`src/rtl/cajero_multicanal_param.sv`:
```
// Parametrised ATM session controller: PIN entry with retry lock,
// deposit/withdrawal on a session balance, card-removal abort and
// inactivity timeout. All outputs are registered.
//
// state            | meaning
// -----------------+---------------------------------------------
// S_IDLE           | no session; waiting for a card
// S_RECIBIENDO_PIN | collecting PIN digits
// S_COMPARAR_PIN   | one cycle: compare entered PIN with stored PIN
// S_ESPERA_MONTO   | PIN accepted; waiting for an amount strobe
// S_TRANSACCION    | one cycle: apply deposit or withdrawal
// S_BLOQUEO        | locked after too many failures; reset only
module cajero_multicanal_param #(
    parameter int PIN_DIGITS     = 4,
    parameter int BAL_W          = 64,
    parameter int MONTO_W        = 32,
    parameter int MAX_INTENTOS   = 3,
    parameter int TIMEOUT_CICLOS = 1024
) (
    input  logic                    clock,
    input  logic                    reset,
    input  logic                    tarjeta_recibida,
    input  logic                    tipo_trans,
    input  logic                    digito_stb,
    input  logic [3:0]              digito,
    input  logic [4*PIN_DIGITS-1:0] pin,
    input  logic [BAL_W-1:0]        balance_inicial,
    input  logic [MONTO_W-1:0]      monto,
    input  logic                    monto_stb,
    output logic [BAL_W-1:0]        balance_actualizado,
    output logic                    balance_stb,
    output logic                    entregar_dinero,
    output logic                    pin_incorrecto,
    output logic                    advertencia,
    output logic                    bloqueo,
    output logic                    fondos_insuficientes,
    output logic                    timeout
);

    localparam int PIN_W = 4 * PIN_DIGITS;
    localparam int DC_W  = $clog2(PIN_DIGITS + 1);
    localparam int TO_W  = $clog2(TIMEOUT_CICLOS + 1);

    localparam logic [DC_W-1:0] DC_LAST  = DC_W'(PIN_DIGITS - 1);
    localparam logic [TO_W-1:0] TO_LAST  = TO_W'(TIMEOUT_CICLOS - 1);
    localparam logic [2:0]      INT_MAX  = 3'(MAX_INTENTOS);
    localparam logic [2:0]      INT_WARN = 3'(MAX_INTENTOS - 1);

    typedef enum logic [2:0] {
        S_IDLE,
        S_RECIBIENDO_PIN,
        S_COMPARAR_PIN,
        S_ESPERA_MONTO,
        S_TRANSACCION,
        S_BLOQUEO
    } estado_t;

    estado_t estado, estado_sig;

    logic [PIN_W-1:0]   pin_reg;
    logic [DC_W-1:0]    dcnt;
    logic [TO_W-1:0]    tcnt;
    logic [2:0]         intentos;
    logic [MONTO_W-1:0] monto_reg;
    logic               tipo_reg;

    logic               digito_ok;
    logic               pin_ok;
    logic               to_exp;
    logic [2:0]         int_next;
    logic [BAL_W-1:0]   monto_ext;
    logic [BAL_W:0]     suma;
    logic               alcanza;

    logic [BAL_W-1:0]   bal_d;
    logic               bal_stb_d, entregar_d, pin_inc_d, adv_d, blq_d, fondos_d, timeout_d;

    assign digito_ok = digito_stb && (digito <= 4'd9);
    assign pin_ok    = (pin_reg == pin);
    assign to_exp    = (tcnt == TO_LAST);
    assign int_next  = intentos + 3'd1;
    assign monto_ext = BAL_W'(monto_reg);
    assign suma      = {1'b0, balance_actualizado} + {1'b0, monto_ext};
    assign alcanza   = (monto_ext <= balance_actualizado);

    // State register
    always_ff @(posedge clock or negedge reset) begin
        if (!reset) estado <= S_IDLE;
        else        estado <= estado_sig;
    end

    // Next-state decode; card removal outranks strobes, strobes outrank expiry
    always_comb begin
        estado_sig = estado;
        case (estado)
            S_IDLE: begin
                if (tarjeta_recibida) estado_sig = S_RECIBIENDO_PIN;
            end
            S_RECIBIENDO_PIN: begin
                if (!tarjeta_recibida)                estado_sig = S_IDLE;
                else if (digito_ok && dcnt == DC_LAST) estado_sig = S_COMPARAR_PIN;
                else if (!digito_ok && to_exp)         estado_sig = S_IDLE;
            end
            S_COMPARAR_PIN: begin
                if (!tarjeta_recibida)       estado_sig = S_IDLE;
                else if (pin_ok)             estado_sig = S_ESPERA_MONTO;
                else if (int_next == INT_MAX) estado_sig = S_BLOQUEO;
                else                          estado_sig = S_RECIBIENDO_PIN;
            end
            S_ESPERA_MONTO: begin
                if (!tarjeta_recibida) estado_sig = S_IDLE;
                else if (monto_stb)    estado_sig = S_TRANSACCION;
                else if (to_exp)       estado_sig = S_IDLE;
            end
            S_TRANSACCION: estado_sig = S_IDLE;
            S_BLOQUEO:     estado_sig = S_BLOQUEO;
            default:       estado_sig = S_IDLE;
        endcase
    end

    // Output decode: next values of the registered outputs
    always_comb begin
        bal_d      = balance_actualizado;
        bal_stb_d  = 1'b0;
        entregar_d = 1'b0;
        pin_inc_d  = 1'b0;
        adv_d      = advertencia;
        blq_d      = bloqueo;
        fondos_d   = 1'b0;
        timeout_d  = 1'b0;
        case (estado)
            S_IDLE: begin
                if (tarjeta_recibida) bal_d = balance_inicial;
            end
            S_RECIBIENDO_PIN: begin
                if (tarjeta_recibida && !digito_ok && to_exp) timeout_d = 1'b1;
            end
            S_COMPARAR_PIN: begin
                if (tarjeta_recibida) begin
                    if (pin_ok) begin
                        adv_d = 1'b0;
                    end else begin
                        pin_inc_d = 1'b1;
                        if (int_next == INT_MAX) begin
                            adv_d = 1'b0;
                            blq_d = 1'b1;
                        end else if (int_next == INT_WARN) begin
                            adv_d = 1'b1;
                        end
                    end
                end
            end
            S_ESPERA_MONTO: begin
                if (tarjeta_recibida && !monto_stb && to_exp) timeout_d = 1'b1;
            end
            S_TRANSACCION: begin
                if (!tipo_reg) begin
                    bal_d     = suma[BAL_W] ? {BAL_W{1'b1}} : suma[BAL_W-1:0];
                    bal_stb_d = 1'b1;
                end else if (alcanza) begin
                    bal_d      = balance_actualizado - monto_ext;
                    bal_stb_d  = 1'b1;
                    entregar_d = 1'b1;
                end else begin
                    fondos_d = 1'b1;
                end
            end
            default: ;
        endcase
    end

    // Output registers
    always_ff @(posedge clock or negedge reset) begin
        if (!reset) begin
            balance_actualizado  <= '0;
            balance_stb          <= 1'b0;
            entregar_dinero      <= 1'b0;
            pin_incorrecto       <= 1'b0;
            advertencia          <= 1'b0;
            bloqueo              <= 1'b0;
            fondos_insuficientes <= 1'b0;
            timeout              <= 1'b0;
        end else begin
            balance_actualizado  <= bal_d;
            balance_stb          <= bal_stb_d;
            entregar_dinero      <= entregar_d;
            pin_incorrecto       <= pin_inc_d;
            advertencia          <= adv_d;
            bloqueo              <= blq_d;
            fondos_insuficientes <= fondos_d;
            timeout              <= timeout_d;
        end
    end

    // Session datapath: PIN shift register, digit/timeout/attempt counters, amount latch
    always_ff @(posedge clock or negedge reset) begin
        if (!reset) begin
            pin_reg   <= '0;
            dcnt      <= '0;
            tcnt      <= '0;
            intentos  <= '0;
            monto_reg <= '0;
            tipo_reg  <= 1'b0;
        end else begin
            case (estado)
                S_IDLE: begin
                    if (tarjeta_recibida) begin
                        dcnt <= '0;
                        tcnt <= '0;
                    end
                end
                S_RECIBIENDO_PIN: begin
                    if (!tarjeta_recibida) begin
                        dcnt <= '0;
                    end else if (digito_ok) begin
                        pin_reg <= (pin_reg << 4) | PIN_W'(digito);
                        dcnt    <= dcnt + 1'b1;
                        tcnt    <= '0;
                    end else begin
                        tcnt <= tcnt + 1'b1;
                    end
                end
                S_COMPARAR_PIN: begin
                    tcnt <= '0;
                    dcnt <= '0;
                    if (tarjeta_recibida) begin
                        if (pin_ok) intentos <= '0;
                        else        intentos <= int_next;
                    end
                end
                S_ESPERA_MONTO: begin
                    if (!tarjeta_recibida) begin
                        dcnt <= '0;
                    end else if (monto_stb) begin
                        monto_reg <= monto;
                        tipo_reg  <= tipo_trans;
                        tcnt      <= '0;
                    end else begin
                        tcnt <= tcnt + 1'b1;
                    end
                end
                default: ;
            endcase
        end
    end

endmodule
```
`config.mk`:
```
export PLATFORM = sky130hd
export DESIGN_NAME = cajero_multicanal_param
export DESIGN_NICKNAME = d
export VERILOG_FILES = /design/src/rtl/cajero_multicanal_param.sv
export SDC_FILE = /design/constraint.sdc
export NUM_CORES = 1
export LEC_CHECK = 0
export CELL_PAD_IN_SITES_DETAIL_PLACEMENT = 0
export CELL_PAD_IN_SITES_GLOBAL_PLACEMENT = 1
export CORE_MARGIN = 5
export CORE_UTILIZATION = 44
export DETAILED_ROUTE_END_ITERATION = 10
export HOLD_SLACK_MARGIN = 0.08
export PLACE_DENSITY = 0.95
export SYNTH_ARGS = -nofsm -noshare
export SYNTH_HDL_FRONTEND = slang
export SYNTH_SLANG_ARGS = --single-unit
```
`constraint.sdc`:
```
create_clock -name clock -period 8.7 [get_ports clock]
set_input_delay 2.61 -clock clock [delete_from_list [all_inputs] [get_ports clock]]
set_output_delay 2.61 -clock clock [all_outputs]
set_load 0.01 [all_outputs]
```
==> run_results.csv, run 1 <==
group,metric,value,unit
die,initial_core_util,0.4456,
placed_design,portBuffers,192,
sta,setup_slack,3.739,ns
cts,post_cts.repair.setup_buffers,0,
power_and_ir_drop,report.power.total,2.698,mW
route,ant_nets,0,
flow_run,max_cap_violations,0,
grt,antenna_found_initial,0,
route,first_iter_violations,1466,
route,firstDrtPassIters,6,
hold_path,min_path_type,"flip-flop to flip-flop",
route,wl_per_cell,20.87,µm
sta,tns,0,ns
logic_synthesis,async_reset_ff_frac,1.000,
route,wl,43550,µm
power_and_ir_drop,p_leak,6.021,nW
cts,cts_root_buf,"clkbuf_16",
logic_synthesis,synthAdderAreaFrac,0.07398,
critical_path,startpoint,"balance_actualizado[0]",
sta,hold_ws,0.4802,ns
critical_path,r2r_slack,3.74,ns
sta,skew,0.01879,ns
power_and_ir_drop,peakVddDrop,0.0001249,V
route,viasPerCell,6.109,
sta,finalHoldViolations,0,
cts,hold_buffers,0,
logic_synthesis,netlist_top_cells_area,"dfrtp_1 (28%), ha_1 (7.1%), o21ai_0 (5.5%)",
placed_design,dpl_worst_slack,3.258,ns
logic_synthesis,synth_edf_count,0,
logic_synthesis,yosysWarningCount,0,
logic_synthesis,synthXorXnorAreaFrac,0.04245,
placed_design,routabilityCongestion,0.9670,
sta,finalSetupViolations,0,
grt,grt-ovfl-total,0,
cts,cts-htree-levels,4,
critical_path,critPathMaxFanout,56,
power_and_ir_drop,power.density,179.2,nW/µm²
grt,track_usage,0.2704,
logic_synthesis,yosysTopAreaCellShare,0.2830,
sta,drv_slew,0,
critical_path,worstRegToRegCells,13,
cts,clk_latency,0.45,ns
route,vias,12749,
die,die_w,177.7,µm
critical_path,rr_startpoint,"balance_actualizado[0]",
die,num_rows,61,
sta,finalCritPeriodShare,0.5702,
finish,multi_input_area,8100,µm²
route,highest_layer,"met4",
critical_path,startpoint_type,"flip-flop",
die,coreArea,27780,µm²
logic_synthesis,syn_avg_cell_area,7.841,µm²
cts,clock_path_buffers,2,
grt,grt_pass1_wl,68370,µm
finish,register_area,3505,µm²
sta,max_slew_margin,0.2160,
critical_path,crit_required,9.06,ns
sta,period_needed,4.961,ns
logic_synthesis,syn-cell-area,12380,µm²
finish,fin_nets,1890,
critical_path,rr_endpoint,"balance_actualizado[51]",
route,dr_wl_met2,19470,µm
outcome,run_status,"finished, final reports clean",
critical_path,criticalPathCategory,"flip-flop to flip-flop",
grt,grt_max_degree,82,
logic_synthesis,synth-simple-area-share,0.2362,
finish,drive_gt1_frac,0.06612,
route,route.met3.wl,3950,µm
sta,fmax,201.6,MHz
cts,numCtsBuffers,17,
logic_synthesis,postSynthCellCount,1579,
finish,num_antenna_cells,0,
logic_synthesis,synth-seq-cells,140,
logic_synthesis,synth-compound-area-share,0.2683,
placed_design,place_hpwl,32080,µm
logic_synthesis,synth_commonest_cells,"nand2_1 (159), dfrtp_1 (140), o21ai_0 (135)",
die,dieHeight,177.7,µm
route,drc,0,
finish,nFillCells,2606,
die,dieArea,31590,µm²
logic_synthesis,synthDistinctLibCells,91,
logic_synthesis,synthFlopType,"dfrtp_1",
hold_path,hold_depth,1,
logic_synthesis,synth_top_family_by_area,"compound AO/OA/AOI/OAI gates",
cts,cts_tree,"built",
logic_synthesis,synth.most_common_cell,"nand2_1",
finish,area_growth,21.57,%
critical_path,worstSetupEndpoint,"balance_actualizado[51]",
critical_path,arrival,5.32,ns
logic_synthesis,synth_top_area_cell,"dfrtp_1",
critical_path,crit_path_end_kind,"flip-flop",
route,drt-met1-wl,19160,µm
grt,grt_pass1_vias,12354,
finish,largest_reg_flops,64,
logic_synthesis,yosysSeqAreaShare,0.2830,
logic_synthesis,synth_mux_area_frac,0.03133,
sta,rsz0062_at_grt,"false",
sta,tightest_slew,1.168,ns
cts,cts_sinks,140,
die,ios,193,
cts,cts_resized,0,
logic_synthesis,synth_nets,1773,
cts,path_clk_slew,0.09,ns
[metrics by stage]
step | area (µm²) | util | instances
floorplan | 12380 | - | 1579
global placement | 14430 | 0.5194 | 2055
detailed placement | 14430 | 0.5194 | 2055
CTS | 15050 | 0.5417 | 2087
global route | 15050 | 0.5417 | 2087
finish | 15050 | 0.5417 | 2087
[how the worst min path moves through the flow]
stage	startpoint	to	slack (ns)
floorplan	dcnt[2]	dcnt[2]	0.45
global placement	bloqueo	bloqueo	0.46
detailed placement	bloqueo	bloqueo	0.45
CTS	bloqueo	bloqueo	0.48
global route	bloqueo	bloqueo	0.50
finish	bloqueo	bloqueo	0.48
[critical path, cell delays in order, from the launching register on]
cell	delay, ns
dfrtp_1	0.41
inv_1	0.08
ha_1	0.17
inv_1	0.06
fa_1	0.37
a21o_1	0.19
a221o_1	0.37
a221oi_2	0.48
o21ai_1	0.19
a211oi_2	0.74
a21o_2	0.94
nor2_1	0.46
o21a_1	0.22
a211oi_1	0.19
[area by class of cell]
cell class / count / area share
tap: 378 / 0.03142
inverter: 88 / 0.02195
timing repair buffer: 205 / 0.1343
clock inverter: 15 / 0.01305
clock buffer: 17 / 0.02826
sequential: 140 / 0.2329
multi-input combinational: 1244 / 0.5382
[kinds of logic after synthesis]
logic type,after synthesis
adder cells (fa/ha/maj),72
AND/OR/NAND/NOR,576
multiplexers,36
buffers and inverters,195
XOR/XNOR,60
flip-flops,140
AO/OA/AOI/OAI,500
[layer usage]
| layer | GRT usage | vias to the layer above |
|---|---|---|
| li1 | - | 6041 |
| met1 | 0.3755 | 6018 |
| met2 | 0.4229 | 610 |
| met3 | 0.06434 | 80 |
| met4 | 0.07380 | 0 |
| met5 | 0 | - |
[power by group]
| part | leakage [nW] | switching [mW] | internal [mW] |
|---|---|---|---|
| Combinational | 4.12 | 0.554 | 0.447 |
| Sequential | 1.60 | 0.170 | 0.748 |
| Clock | 0.301 | 0.385 | 0.393 |
[cells in the final DEF (no fill, tap or decap), types with 45 or more instances in the layout]
cell               n
nand3_1           45
nor2_1           124
nor3_1            46
o21ai_0          134
dfrtp_1          139
xnor2_1           52
nand2_1          159
ha_1              70
inv_1             87
clkdlybuf4s50_1  191
a21oi_1          117
No activity file was read; power rests on OpenSTA's default activity.
==> run 2: changes to the inputs <==
--- a/config.mk
+++ b/config.mk
@@ -8,10 +8,10 @@
 export CELL_PAD_IN_SITES_DETAIL_PLACEMENT = 0
 export CELL_PAD_IN_SITES_GLOBAL_PLACEMENT = 1
 export CORE_MARGIN = 5
-export CORE_UTILIZATION = 44
+export CORE_UTILIZATION = 41
 export DETAILED_ROUTE_END_ITERATION = 10
 export HOLD_SLACK_MARGIN = 0.08
-export PLACE_DENSITY = 0.95
+export PLACE_DENSITY = 0.93
 export SYNTH_ARGS = -nofsm -noshare
 export SYNTH_HDL_FRONTEND = slang
 export SYNTH_SLANG_ARGS = --single-unit
==> constraint.sdc (replaced) <==
create_clock -name clock -period 4.9 [get_ports clock]
set_input_delay 1.47 -clock clock [delete_from_list [all_inputs] [get_ports clock]]
set_output_delay 1.47 -clock clock [all_outputs]
set_load 0.01 [all_outputs]
==> run 2 against run 1 <==
  * Cell count is 1.3% higher
  * Routed wire length is 1.8% higher
  * Count of clock-buffer cells in the layout stayed put
  * Total power is 78% higher
  * Critical endpoint is now balance_actualizado[63]
  * Via count is 2.6% higher
  * Highest routed layer is now met5
  * Design area is 0.85% higher
  * Die area is 6.9% higher
==> run_results.csv, run 2 (synthesized netlist as in run 1, its figures left out) <==
group,metric,value,unit
outcome,run_status,"finished, final reports clean",
die,die_w,183.8,µm
critical_path,crit_path_frequent_cell,"inv_1",
power_and_ir_drop,p_leak,6.092,nW
power_and_ir_drop,seqPwrFrac,0.340,
critical_path,crit_path_end_kind,"flip-flop",
critical_path,worst_path_dominant_cell_family,"compound AO/OA/AOI/OAI gates",
power_and_ir_drop,p_switching,1.973,mW
grt,antenna_found_initial,2,
critical_path,critPathMaxFanout,18,
cts,cts_tree,"built",
finish,largest_reg_flops,64,
critical_path,crit_required,5.23,ns
sta,finalSetupViolations,0,
route,viasPerCell,6.186,
die,initial_core_util,0.4166,
cts,cts_sinks,140,
grt,grt_max_degree,82,
die,ios,193,
route,drc,0,
sta,tns,0,ns
critical_path,arrival,4.61,ns
route,wl,44320,µm
cts,path_clk_slew,0.08,ns
sta,finalHoldViolations,0,
route,vias,13078,
critical_path,slowest_delay,0.62,ns
sta,max_slew_margin,0.3613,
cts,clk_latency,0.44,ns
critical_path,criticalPathCategory,"flip-flop to flip-flop",
cts,clock_path_buffers,2,
placed_design,portBuffers,192,
cts,numCtsBuffers,17,
hold_path,min_path_type,"flip-flop to flip-flop",
cts,cts-htree-levels,4,
grt,grt_pass1_wl,70040,µm
sta,drv_slew,0,
cts,cts_resized,0,
power_and_ir_drop,power_frac_clock,0.285,
sta,skew,0.01394,ns
finish,fin_nets,1904,
sta,fmax,233.6,MHz
critical_path,cpMaxStageDelayCell,"a211oi_2",
sta,period_needed,4.280,ns
finish,layout_commonest_cell,"clkdlybuf4s50_1",
sta,finalCritPeriodShare,0.8736,
finish,drive_gt1_frac,0.07371,
grt,grt-ovfl-total,0,
power_and_ir_drop,intPower,2.832,mW
cts,post_cts.repair.setup_buffers,0,
cts,cts_root_buf,"clkbuf_16",
cts,hold_buffers,0,
grt,grt_pass1_vias,12718,
finish,nFillCells,2868,
critical_path,crit_chain,"inv_1 -> ha_1 -> inv_1 -> fa_1 -> a21o_1 -> a221o_1 -> a221oi_2 -> o21ai_1 -> a211oi_2 -> a21o_2 -> buf_4 -> nor2_1 -> o2bb2ai_1 -> a211o_1",
route,wl_per_cell,20.96,µm
finish,final_cell_mix,"clkdlybuf4s50_1 (191), nand2_1 (159), dfrtp_1 (139)",
placed_design,place_hpwl,33230,µm
critical_path,path_buf_inv,3,
die,dieHeight,183.8,µm
flow_run,max_cap_violations,0,
power_and_ir_drop,power.density,316.5,nW/µm²
placed_design,routabilityCongestion,0.9585,
sta,tightest_slew,0.9581,ns
sta,rsz0062_at_grt,"false",
power_and_ir_drop,netSwitchingFraction,0.4106,
critical_path,startpoint_type,"flip-flop",
die,dieArea,33770,µm²
power_and_ir_drop,report.power.total,4.804,mW
route,first_iter_violations,1291,
finish,area_growth,22.60,%
die,num_rows,63,
power_and_ir_drop,peakVddDrop,0.0001939,V
die,coreArea,29720,µm²
route,ant_nets,0,
route,firstDrtPassIters,7,
grt,track_usage,0.2565,
power_and_ir_drop,pwr-share-comb,0.375,
## run 2: worst reg2reg max path: stages (launching register included)
cell and delay, ns:
dfrtp_1 0.41, inv_1 0.09, ha_1 0.16, inv_1 0.06
fa_1 0.39, a21o_1 0.19, a221o_1 0.37, a221oi_2 0.43
o21ai_1 0.21, a211oi_2 0.62, a21o_2 0.45, buf_4 0.32
nor2_1 0.10, o2bb2ai_1 0.15, a211o_1 0.22
## run 2: stage by stage
step	cells	hold WS, ns	cell area [µm²]	worst slack, ns	utilization
2_1_floorplan	1579	0.4498	12380	1.497	-
3_3_place_gp	2081	0.4586	14560	0.9310	0.4900
3_5_place_dp	2081	0.4739	14560	0.7068	0.4900
4_1_cts	2113	0.4987	15180	0.7133	0.5107
5_1_grt	2113	0.5116	15180	0.3668	0.5107
6_report	2114	0.4916	15180	0.6195	0.5108
## run 2: layout make-up
class	instances	area, µm²	area share
Antenna cell	1	2.502	0.0001649
Clock buffer	17	425.4	0.02803
Sequential cell	140	3505	0.2309
Tap cell	390	488.0	0.03215
Inverter	88	330.3	0.02176
Multi-Input combinational cell	1244	8100	0.5337
Clock inverter	15	188.9	0.01245
Timing Repair Buffer	219	2138	0.1409
## run 2: worst paths after layout
| kind | from | end | slack, ns | cells past startpoint |
|---|---|---|---|---|
| worst max register to register | balance_actualizado[0] | balance_actualizado[63] | 0.62 | 14 |
| min in group asynchronous | reset | balance_actualizado[25] | 1.03 | 1 |
| worst min register to register | bloqueo | bloqueo | 0.49 | 1 |
| worst min-delay path | bloqueo | bloqueo | 0.49 | 1 |
| worst max-delay path | balance_actualizado[0] | balance_actualizado[63] | 0.62 | 14 |
| max in group asynchronous | reset | tipo_reg | 3.04 | 2 |
## run 2: power groups by stage
stage                     Sequential, mW  Combinational (mW)  Clock (mW)
after floorplan                     1.56                1.12           0
after global placement              1.63                1.75           0
after detailed placement            1.65                1.77           0
after CTS                           1.62                1.78        1.39
after global routing                1.66                1.97        1.44
final                               1.63                1.80        1.37
## run 2: metal layers
metal | GRT usage | part of all wire | wire, µm | up-vias
li1 | - | - | - | 6070
met1 | 0.3587 | 0.43 | 19260 | 6235
met2 | 0.3930 | 0.44 | 19430 | 660
met3 | 0.06411 | 0.099 | 4368 | 111
met4 | 0.07749 | 0.028 | 1244 | 2
met5 | 0 | 0.00029 | 13 | -
